**config.mk**
```make
export PLATFORM = sky130hd
export DESIGN_NAME = pwm_capture
export DESIGN_NICKNAME = d
export VERILOG_FILES = /design/src/rtl/pwm_capture.sv
export SDC_FILE = /design/constraint.sdc
export NUM_CORES = 1
export LEC_CHECK = 0
export CORE_MARGIN = 2
export CORE_UTILIZATION = 49
export CTS_CLUSTER_SIZE = 16
export DETAILED_ROUTE_END_ITERATION = 7
export GPL_ROUTABILITY_DRIVEN = 0
export PLACE_DENSITY = 0.82
export REMOVE_ABC_BUFFERS = 1
export SETUP_SLACK_MARGIN = 0.5
export SYNTH_ARGS = -nofsm -noshare
export SYNTH_HDL_FRONTEND = slang
export SYNTH_SLANG_ARGS = --single-unit
```
**constraint.sdc**
```tcl
create_clock -name clk -period 1.95 [get_ports clk]
set_clock_uncertainty 0.05 [all_clocks]
set_input_delay 0.195 -clock clk [delete_from_list [all_inputs] [get_ports clk]]
set_output_delay 0.195 -clock clk [all_outputs]
set_load 0.01 [all_outputs]
```
**src/rtl/pwm_capture.sv**
```systemverilog
// pwm_capture: measures high time and rise-to-rise period of an async PWM input,
// publishing one measurement per period and flagging stuck-high/stuck-low inputs.
module pwm_capture #(
  parameter int CNT_W      = 16,
  parameter int TIMEOUT    = 65535,
  parameter int EXP_PERIOD = 256
) (
  input  logic             clk,
  input  logic             n_rst,
  input  logic             pwm_in,
  output logic             meas_valid,
  output logic [CNT_W-1:0] high_cnt,
  output logic [CNT_W-1:0] period_cnt,
  output logic [7:0]       duty8,
  output logic             period_ok,
  output logic             stuck_hi,
  output logic             stuck_lo
);
  localparam logic [CNT_W-1:0] TO  = CNT_W'(TIMEOUT);
  localparam logic [CNT_W-1:0] EXP = CNT_W'(EXP_PERIOD);
  typedef enum logic [1:0] {SYNC, HIGH, LOW} state_t;
  state_t state_q, state_d;
  logic pwm_m_q, pwm_s_q, pwm_d_q;
  logic [CNT_W-1:0] r_q, r_d, h_tmp_q, h_tmp_d;
  logic [CNT_W-1:0] high_q, high_d, period_q, period_d;
  logic [7:0] duty_q, duty_d;
  logic primed_q, primed_d, valid_q, valid_d, ok_q, ok_d;
  logic shi_q, shi_d, slo_q, slo_d;
  logic rise, fall, at_to, exp_hit;
  assign rise    = pwm_s_q & ~pwm_d_q;
  assign fall    = ~pwm_s_q & pwm_d_q;
  assign at_to   = r_q == TO;
  assign exp_hit = r_q == EXP;
  always_ff @(posedge clk or negedge n_rst) begin
    if (!n_rst) begin
      pwm_m_q <= 1'b0;
      pwm_s_q <= 1'b0;
      pwm_d_q <= 1'b0;
    end else begin
      pwm_m_q <= pwm_in;
      pwm_s_q <= pwm_m_q;
      pwm_d_q <= pwm_s_q;
    end
  end
  always_ff @(posedge clk or negedge n_rst) begin
    if (!n_rst) state_q <= SYNC;
    else        state_q <= state_d;
  end
  always_comb begin
    state_d = state_q;
    case (state_q)
      SYNC:    state_d = rise ? HIGH : SYNC;
      HIGH:    state_d = fall ? LOW : at_to ? SYNC : HIGH;
      LOW:     state_d = rise ? HIGH : at_to ? SYNC : LOW;
      default: state_d = SYNC;
    endcase
  end
  // A publish needs a prior full period; the arming rise never reports.
  always_comb begin
    r_d      = rise ? CNT_W'(1) : at_to ? r_q : r_q + CNT_W'(1);
    primed_d = primed_q;
    h_tmp_d  = h_tmp_q;
    valid_d  = 1'b0;
    high_d   = high_q;
    period_d = period_q;
    duty_d   = duty_q;
    ok_d     = ok_q;
    shi_d    = shi_q;
    slo_d    = slo_q;
    case (state_q)
      SYNC: begin
        if (rise) primed_d = 1'b0;
        else if (at_to) begin
          shi_d = pwm_s_q;
          slo_d = ~pwm_s_q;
        end
      end
      HIGH: begin
        if (fall) h_tmp_d = r_q;
        else if (at_to) begin
          shi_d = 1'b1;
          slo_d = 1'b0;
        end
      end
      LOW: begin
        if (rise) begin
          primed_d = 1'b1;
          if (primed_q) begin
            valid_d  = 1'b1;
            high_d   = h_tmp_q;
            period_d = r_q;
            ok_d     = exp_hit;
            duty_d   = exp_hit ? h_tmp_q[7:0] : 8'd0;
            shi_d    = 1'b0;
            slo_d    = 1'b0;
          end
        end else if (at_to) begin
          slo_d = 1'b1;
          shi_d = 1'b0;
        end
      end
      default: ;
    endcase
  end
  always_ff @(posedge clk or negedge n_rst) begin
    if (!n_rst) begin
      r_q      <= '0;
      h_tmp_q  <= '0;
      primed_q <= 1'b0;
      valid_q  <= 1'b0;
      high_q   <= '0;
      period_q <= '0;
      duty_q   <= '0;
      ok_q     <= 1'b0;
      shi_q    <= 1'b0;
      slo_q    <= 1'b0;
    end else begin
      r_q      <= r_d;
      h_tmp_q  <= h_tmp_d;
      primed_q <= primed_d;
      valid_q  <= valid_d;
      high_q   <= high_d;
      period_q <= period_d;
      duty_q   <= duty_d;
      ok_q     <= ok_d;
      shi_q    <= shi_d;
      slo_q    <= slo_d;
    end
  end
  assign meas_valid = valid_q;
  assign high_cnt   = high_q;
  assign period_cnt = period_q;
  assign duty8      = duty_q;
  assign period_ok  = ok_q;
  assign stuck_hi   = shi_q;
  assign stuck_lo   = slo_q;
endmodule

```
# Word-level counts from Yosys, hierarchy flattened
# Cells that the tools add are included.
# totals
regBits	82
# classes
add_sub_neg	1
eq_ne	13
n_mux	28
bitwise_logic	4
reduce_logical	7
# op_table
op	count
$mux W16	2
$mux W1	18
$add A16 B1 Y16 const B	1
$eq A16 B16 Y1 const B	1
$eq A16 B9 Y1 const B	1
$ne A2 B2 Y1 const B	7
$mux W8	1
$reduce_and A7 Y1	1
$mux W2	3
$ne A3 B3 Y1 const B	2
$pmux W1 S3	2
$pmux W2 S3	1
$reduce_and A3 Y1	2
$reduce_bool A3 Y1	1
$and A1 B1 Y1	2
$eq A2 B1 Y1 const B	1
$eq A2 B2 Y1 const B	1
$logic_not A2 Y1	1
$not A1 Y1	2
$pmux W1 S2	1
$reduce_and A2 Y1	1
$reduce_bool A2 Y1	1

# Logic depth before layout (Yosys ltp)
# Gate-level depths: netlist of the first run.
# logic_depth
depth_word	4
depth_mapped	6

# Worst setup path before layout of the first run
# No wires, ideal clock.
# synth_path
kind	register to register
startpoint	reg r_q[1]
endpoint	reg shi_q, in the netlist stuck_hi
setup_time_ns	0.128
t_arrival_ns	1.739
required_ns	1.772
slack_ns	0.033
stages_incl_launch_ff	6
synth_period_minus_slack_ns	1.917
path_cell_list	dfrtp_1 > ha_1 > nand4_1 > nor4_4 > o221ai_1 > mux2_1
# synth_between
elab_chain_cells	3
# synth_rtl
item	line_no	text
start: declaration	24	logic [CNT_W-1:0] r_q, r_d, h_tmp_q, h_tmp_d;
start signal: assignment	118	r_q <= r_d;
$eq A16 B16 Y1 (*)	32	assign at_to = r_q == TO;
$ne A3 B3 Y1 (no line) or $ne A2 B2 Y1 (tied branches)	n/a	
$reduce_and A7 Y1 (no line) (*)	n/a	
end signal: assignment	126	shi_q <= shi_d;
end: declaration	28	logic shi_q, shi_d, slo_q, slo_d;
# Every way passes the cells marked *; elsewhere a longest branch is shown, timed or not.
# A chain may end at the register's enable or synchronous reset.

# Final worst setup path of the first run
# layout_path
startpoint	reg r_q[6]
endpoint	reg r_q[11]
# layout_between
elab_chain_cells	3
# layout_rtl
item	line_no	text
$add A16 B1 Y16	60	r_d = rise ? CNT_W'(1) : at_to ? r_q : r_q + CNT_W'(1);
$mux W16 (2 in series)	60	
# Several ways; a longest one is shown, not always the timed one. The select of a mux whose other input is x is not followed.

==> flow_metrics.py, run 1 <==
metrics = {
    "outcome": {
        "outcome": "finished, final reports clean",
    },
    "sta": {
        "fmax_mhz": 539,
        "min_period_ns": 1.86,
        "tightest_slew_ns": 0.489,
        "fin_crit_sh_pct": 95.2,
        "relSlewSlack_pct": 67.4,
        "drv_slew": 0,
        "rsz0062_at_grt": "true",
        "hold_viol_final": 0,
        "setup_slack_ns": 0.0943,
        "setup-violations-final": 0,
    },
    "routing": {
        "drt-initial-drc-count": 204,
        "firstDrtPassIters": 4,
        "via_count": 2788,
        "drt-total-wl_um": 9550,
        "drc": 0,
        "viasPerCell": 5.74,
        "wl_per_cell_um": 19.7,
        "ant_nets": 0,
    },
    "cts": {
        "htreeDepth": 3,
        "insertion_delay_ns": 0.37,
        "numCtsBuffers": 9,
        "clk_pin_slew_ns": 0.09,
        "cts_root_buffer": "clkbuf_8",
        "cts_tree": "built",
        "cts.sinks": 82,
        "cts.path.max_buffers": 2,
    },
    "pwr": {
        "pwr-share-seq_pct": 44.2,
        "power.share.combinational_pct": 24.9,
        "p_clk_share_pct": 30.9,
        "p_int_mw": 3.18,
        "power_mw": 4.54,
        "switchingPower_mw": 1.36,
        "vdd_ir_drop_max_mv": 0.435,
        "power.density_nw_per_um2": 884,
        "p_leak_nw": 2.64,
        "sw_frac_of_total_pct": 30.1,
    },
    "yosys": {
        "ys.flop_type": "dfrtp_1",
        "netlist_area_um2": 3490,
        "synth_edf_count": 0,
        "ys_ff_latch": 82,
        "avgSynthCellArea_um2": 12.4,
        "yosysUniqueCellTypes": 46,
        "synth.yosys.warnings": 0,
        "synthArstFlopShare_pct": 100,
        "seq_area_frac_synth_pct": 58.7,
        "synth_cells": 282,
    },
    "global_route": {
        "gr-total-overflow": 0,
        "grt_pass1_vias": 2794,
        "grt_pass1_wl_um": 14000,
        "antenna_found_initial": 0,
        "grt_max_degree": 40,
        "track_usage_pct": 23.8,
    },
    "cells_and_area": {
        "antenna_cells": 0,
        "syn2layout_area_growth_pct": 47.0,
        "drive_gt1_share_pct": 43.6,
        "design_area_um2": 5140,
        "layoutNonFillerInstCount": 486,
        "utilization_pct": 75.2,
        "fin_nets": 394,
        "num-fill-cells": 420,
    },
    "placed_design": {
        "port-buffer-count": 46,
        "place_area_um2": 4180,
        "dp_cells": 427,
        "dp_hpwl_um": 4690,
        "pre_cts_ws_ns": 0.0809,
    },
    "floorplanning": {
        "fp.dieW_um": 88.5,
        "start_util_pct": 51.2,
        "top_level_ports": 47,
        "floorplan.rows": 30,
        "core_area_um2": 6830,
        "die_h_um": 88.5,
        "die_area_um2": 7820,
    },
    "hold_path": {
        "hold_path_class": "in -> reg",
    },
    "setup_path": {
        "cp_data_required_time_ns": 2.18,
        "cp.arrival_ns": 2.09,
        "cp-end-kind": "flop",
        "cp-start-kind": "flop",
        "crit_type": "reg -> reg",
        "worstPathMaxFanout": 4,
    },
    "job": {
        "drv_cap": 0,
    },
}
## cell families (layout without fill, tap and decap cells)
| logic type | after synthesis | in the layout | synth area share (%) |
|---|---|---|---|
| flip-flops | 82 | 82 | 58.7 |
| AND/OR/NAND/NOR | 69 | 70 | 11.6 |
| AO/OA/AOI/OAI | 51 | 51 | 9.38 |
| multiplexers | 45 | 45 | 14.5 |
| buffers and inverters | 27 | 134 | 3.15 |
| adder cells (fa/ha/maj) | 6 | 6 | 2.15 |
| XOR/XNOR | 2 | 2 | 0.501 |
## flip-flops by register name (all words and copies together) (netlist names)
name and flops:
period_ok 1, pwm_d_q 1, pwm_s_q 1, duty8 8, stuck_lo 1, r_q 16, state_q 2, high_cnt 16
stuck_hi 1, h_tmp_q 16, pwm_m_q 1, meas_valid 1, primed_q 1, period_cnt 16
## path summary, 6_finish.rpt
kind                         start           to  slack [ns]  cells after the start
max                         r_q[6]      r_q[11]        0.09                      4
min                         pwm_in      pwm_m_q        0.21                      1
max reg2reg                 r_q[6]      r_q[11]        0.09                      4
min reg2reg                pwm_m_q      pwm_s_q        0.31                      0
max in group asynchronous    n_rst  high_cnt[9]        0.98                      3
min in group asynchronous    n_rst       r_q[7]        0.28                      2
## per-stage QoR
stage / hold slack (ns) / TNS (ns)
after detailed placement: 0.147 / 0
after floorplan: -0.151 / -42.49
after global routing: 0.213 / 0
final: 0.212 / 0
after CTS: 0.213 / 0
after global placement: 0.136 / 0
## cells in the mapped netlist (5+ instances only)
library cell	instances	area [µm²]
nor2_1	5	18.8
inv_1	10	37.5
ha_1	6	75.1
mux2_2	42	473
or3_1	6	37.5
nand3_1	6	30.0
o21ai_0	16	80.1
clkbuf_1	10	37.5
buf_2	7	35.0
a22o_1	9	78.8
dfrtp_1	82	2050
nand2_1	22	82.6
a21oi_1	13	65.1
## per-layer routing
metal / vias up / wire (µm) / global-route usage (%) / share of wire, %
met5: - / 0 / 0 / 0
met4: 0 / 423 / 13.4 / 4.4
met3: 34 / 466 / 4.29 / 4.9
met2: 129 / 4870 / 39.9 / 51
met1: 1396 / 3790 / 28.9 / 40
li1: 1229 / - / - / -
## worst max-delay path, cell delays in order, from the launching register on
cell	delay [ns]
dfrtp_1	0.41
nand3_4	0.13
or4_4	0.53
or4_1	0.47
a21oi_1	0.17
## final cells by class
| type | instances | area (µm²) | area share, % |
|---|---|---|---|
| Clock buffer | 9 | 124 | 2.41 |
| Clock inverter | 7 | 104 | 2.02 |
| Inverter | 10 | 37.5 | 0.730 |
| Multi-Input combinational cell | 174 | 1610 | 31.3 |
| Sequential cell | 82 | 2060 | 40.1 |
| Tap cell | 96 | 120 | 2.34 |
| Timing Repair Buffer | 108 | 1090 | 21.1 |
## cell usage in the layout, fill, tap and decap left out, types with 7 or more instances in the layout
master / instances
dfrtp_2: 7
buf_4: 37
dfrtp_1: 75
nand2_1: 18
o21ai_0: 11
inv_1: 7
a21oi_1: 8
dlygate4sd2_1: 44
a22o_1: 9
mux2_4: 17
buf_6: 14
clkbuf_8: 9
mux2_2: 25
## power by group through the flow
stage / logic [mW] / clock network [mW] / registers, mW
after floorplan: 0.381 / 0 / 2.03
after global placement: 0.711 / 0 / 2.00
final: 1.13 / 1.40 / 2.01
after global routing: 1.23 / 1.49 / 2.02
after detailed placement: 0.739 / 0 / 2.01
after CTS: 0.927 / 1.41 / 1.98
## repair_timing
| action | in CTS | in global routing |
|---|---|---|
| setup endpoints to repair | 120 | 78 |
| hold buffers | 1 | 0 |
| setup buffers | 26 | 9 |
| cloned | 4 | 3 |
| endpoints found under the hold margin | 37 | 0 |
| gates resized for setup | 92 | 48 |
| pin swaps | 15 | 2 |
(Power assumes the default switching activity.)
==> run 2, diff against run 1 <==
--- a/config.mk
+++ b/config.mk
@@ -12,7 +12,7 @@
 export GPL_ROUTABILITY_DRIVEN = 0
 export PLACE_DENSITY = 0.82
 export REMOVE_ABC_BUFFERS = 1
-export SETUP_SLACK_MARGIN = 0.5
+export SETUP_SLACK_MARGIN = 0.1
 export SYNTH_ARGS = -nofsm -noshare
 export SYNTH_HDL_FRONTEND = slang
 export SYNTH_SLANG_ARGS = --single-unit
==> flow_metrics.py, run 2 (same netlist as run 1, synthesis figures left out) <==
metrics = {
    "outcome": {
        "outcome": "finished, final reports clean",
    },
    "setup_path": {
        "rrSetupSlack_ns": 0.14,
        "crit_family": "simple AND/OR/NAND/NOR gates",
        "crit_buf_inv": 0,
        "reg2regPathDepth": 4,
        "cp-start-kind": "flop",
        "crit_type": "reg -> reg",
        "cp.arrival_ns": 2.04,
        "crit_chain": "nand2_1 > or4_4 > or4_1 > a21oi_1",
        "critPathMaxStageDelay_ns": 0.52,
        "slowest_stage": "or4_4",
        "reg2reg_from": "r_q[9]",
        "worstPathMaxFanout": 9,
        "cp_data_required_time_ns": 2.18,
        "rr_endpoint": "r_q[11]",
        "cp-end-kind": "flop",
    },
    "floorplanning": {
        "fp.dieW_um": 88.5,
        "start_util_pct": 51.2,
        "die_area_um2": 7820,
        "die_h_um": 88.5,
        "top_level_ports": 47,
        "core_area_um2": 6830,
        "floorplan.rows": 30,
    },
    "cts": {
        "numCtsBuffers": 9,
        "insertion_delay_ns": 0.36,
        "cts_tree": "built",
        "clk_pin_slew_ns": 0.09,
        "cts.sinks": 82,
        "cts.path.max_buffers": 2,
        "htreeDepth": 3,
        "cts_root_buffer": "clkbuf_8",
    },
    "global_route": {
        "antenna_found_initial": 0,
        "grt_pass1_vias": 2432,
        "grt_pass1_wl_um": 11400,
        "track_usage_pct": 19.0,
        "gr-total-overflow": 0,
        "grt_max_degree": 40,
    },
    "pwr": {
        "switchingPower_mw": 1.16,
        "p_clk_share_pct": 33.2,
        "power.share.combinational_pct": 18.9,
        "vdd_ir_drop_max_mv": 0.435,
        "pwr-share-seq_pct": 47.9,
        "p_leak_nw": 2.07,
        "sw_frac_of_total_pct": 28.0,
        "power_mw": 4.14,
        "power.density_nw_per_um2": 921,
        "p_int_mw": 2.98,
    },
    "routing": {
        "firstDrtPassIters": 4,
        "ant_nets": 0,
        "wl_per_cell_um": 15.5,
        "viasPerCell": 5.57,
        "drt-initial-drc-count": 107,
        "drc": 0,
        "drt-total-wl_um": 6930,
        "via_count": 2484,
    },
    "cells_and_area": {
        "utilization_pct": 65.8,
        "fin_nets": 354,
        "regArea_um2": 2060,
        "num-fill-cells": 505,
        "drive_gt1_share_pct": 28.0,
        "multi_input_area_um2": 1390,
        "antenna_cells": 0,
        "final_cell_mix": "dfrtp_1 (78), clkdlybuf4s50_1 (45), mux2_2 (42), nand2_1 (22), buf_4 (21)",
        "layout_commonest_cell": "dfrtp_1",
        "syn2layout_area_growth_pct": 28.6,
    },
    "hold_path": {
        "min_from": "pwm_in",
        "hold_path_end": "pwm_m_q",
        "hold_path_depth": 1,
        "hold_path_class": "in -> reg",
    },
    "sta": {
        "tightest_slew_ns": 0.486,
        "drv_slew": 0,
        "fin_crit_sh_pct": 93.0,
        "rsz0062_at_grt": "false",
        "min_period_ns": 1.81,
        "fmax_mhz": 552,
        "relSlewSlack_pct": 67.6,
        "setup-violations-final": 0,
        "hold_viol_final": 0,
    },
    "placed_design": {
        "port-buffer-count": 46,
        "dp_hpwl_um": 4690,
    },
    "job": {
        "drv_cap": 0,
    },
}
run 2: cell count changes in the layout (fill, tap and decap cells not counted), moves of 4 or more:
| cell | change |
|---|---|
| mux2_4 | -17 |
| clkdlybuf4s50_1 | +44 |
| dlygate4sd2_1 | -44 |
| buf_4 | -16 |
| a21oi_1 | +4 |
| o21ai_1 | -4 |
| buf_6 | -14 |
| nand2_1 | +4 |
| mux2_2 | +17 |
| o21ai_0 | +5 |
| a21oi_2 | -4 |
run 2: how the worst max path moves through the flow:
stage	to	depth (start not counted)	slack, ns	start
final	r_q[11]	4	0.14	r_q[9]
after global routing	r_q[11]	4	0.09	r_q[9]
after CTS	r_q[9]	6	0.10	r_q[0]
after detailed placement	stuck_hi	5	0.08	r_q[0]
after global placement	stuck_hi	5	0.11	r_q[0]
after floorplan	duty8[0]	4	-1.19	pwm_s_q
run 2: power groups by stage:
| stage | sequential, mW | clock [mW] | combinational, mW |
|---|---|---|---|
| after floorplan | 2.03 | 0 | 0.381 |
| after global placement | 2.00 | 0 | 0.711 |
| after detailed placement | 2.01 | 0 | 0.739 |
| after CTS | 1.98 | 1.41 | 0.751 |
| after global routing | 2.00 | 1.47 | 0.873 |
| final | 1.98 | 1.37 | 0.783 |
run 2: metrics by stage:
stage | instance area (µm²) | cells | hold WS [ns] | setup slack (ns) | TNS [ns]
detailed placement | 4180 | 427 | 0.147 | 0.0809 | 0
CTS | 4430 | 444 | 0.213 | 0.104 | 0
global placement | 4180 | 427 | 0.136 | 0.110 | 0
finish | 4490 | 446 | 0.224 | 0.137 | 0
global route | 4490 | 446 | 0.216 | 0.0888 | 0
floorplan | 3420 | 265 | -0.151 | -1.19 | -42.49
run 2: area by class of cell:
class / instances / area share [%]
Sequential cell: 82 / 45.8
Multi-Input combinational cell: 173 / 31.0
Timing Repair Buffer: 69 / 14.6
Clock buffer: 9 / 2.76
Tap cell: 96 / 2.67
Clock inverter: 7 / 2.31
Inverter: 10 / 0.835
run 2: layer usage:
layer	part of all wire [%]	vias up	GRT usage, %
li1	-	1137	-
met1	44	1266	25.0
met3	3.1	17	3.54
met2	51	64	30.5
met4	2.2	0	9.37
met5	0	-	0
run 2: worst register-to-register path: stages (launching register included):
cell and delay, ns:
dfrtp_1 0.50, nand2_1 0.12, or4_4 0.52, or4_1 0.41
a21oi_1 0.14
run 2: timing repair:
action                                  4_1_cts  5_1_grt
hold endpoints to repair                     37        0
buffers inserted                              0        2
resized for setup                             1       12
hold buffers                                  1        0
pin swaps                                     1        2
endpoints found under the setup margin        6       30
cloned                                        0        0
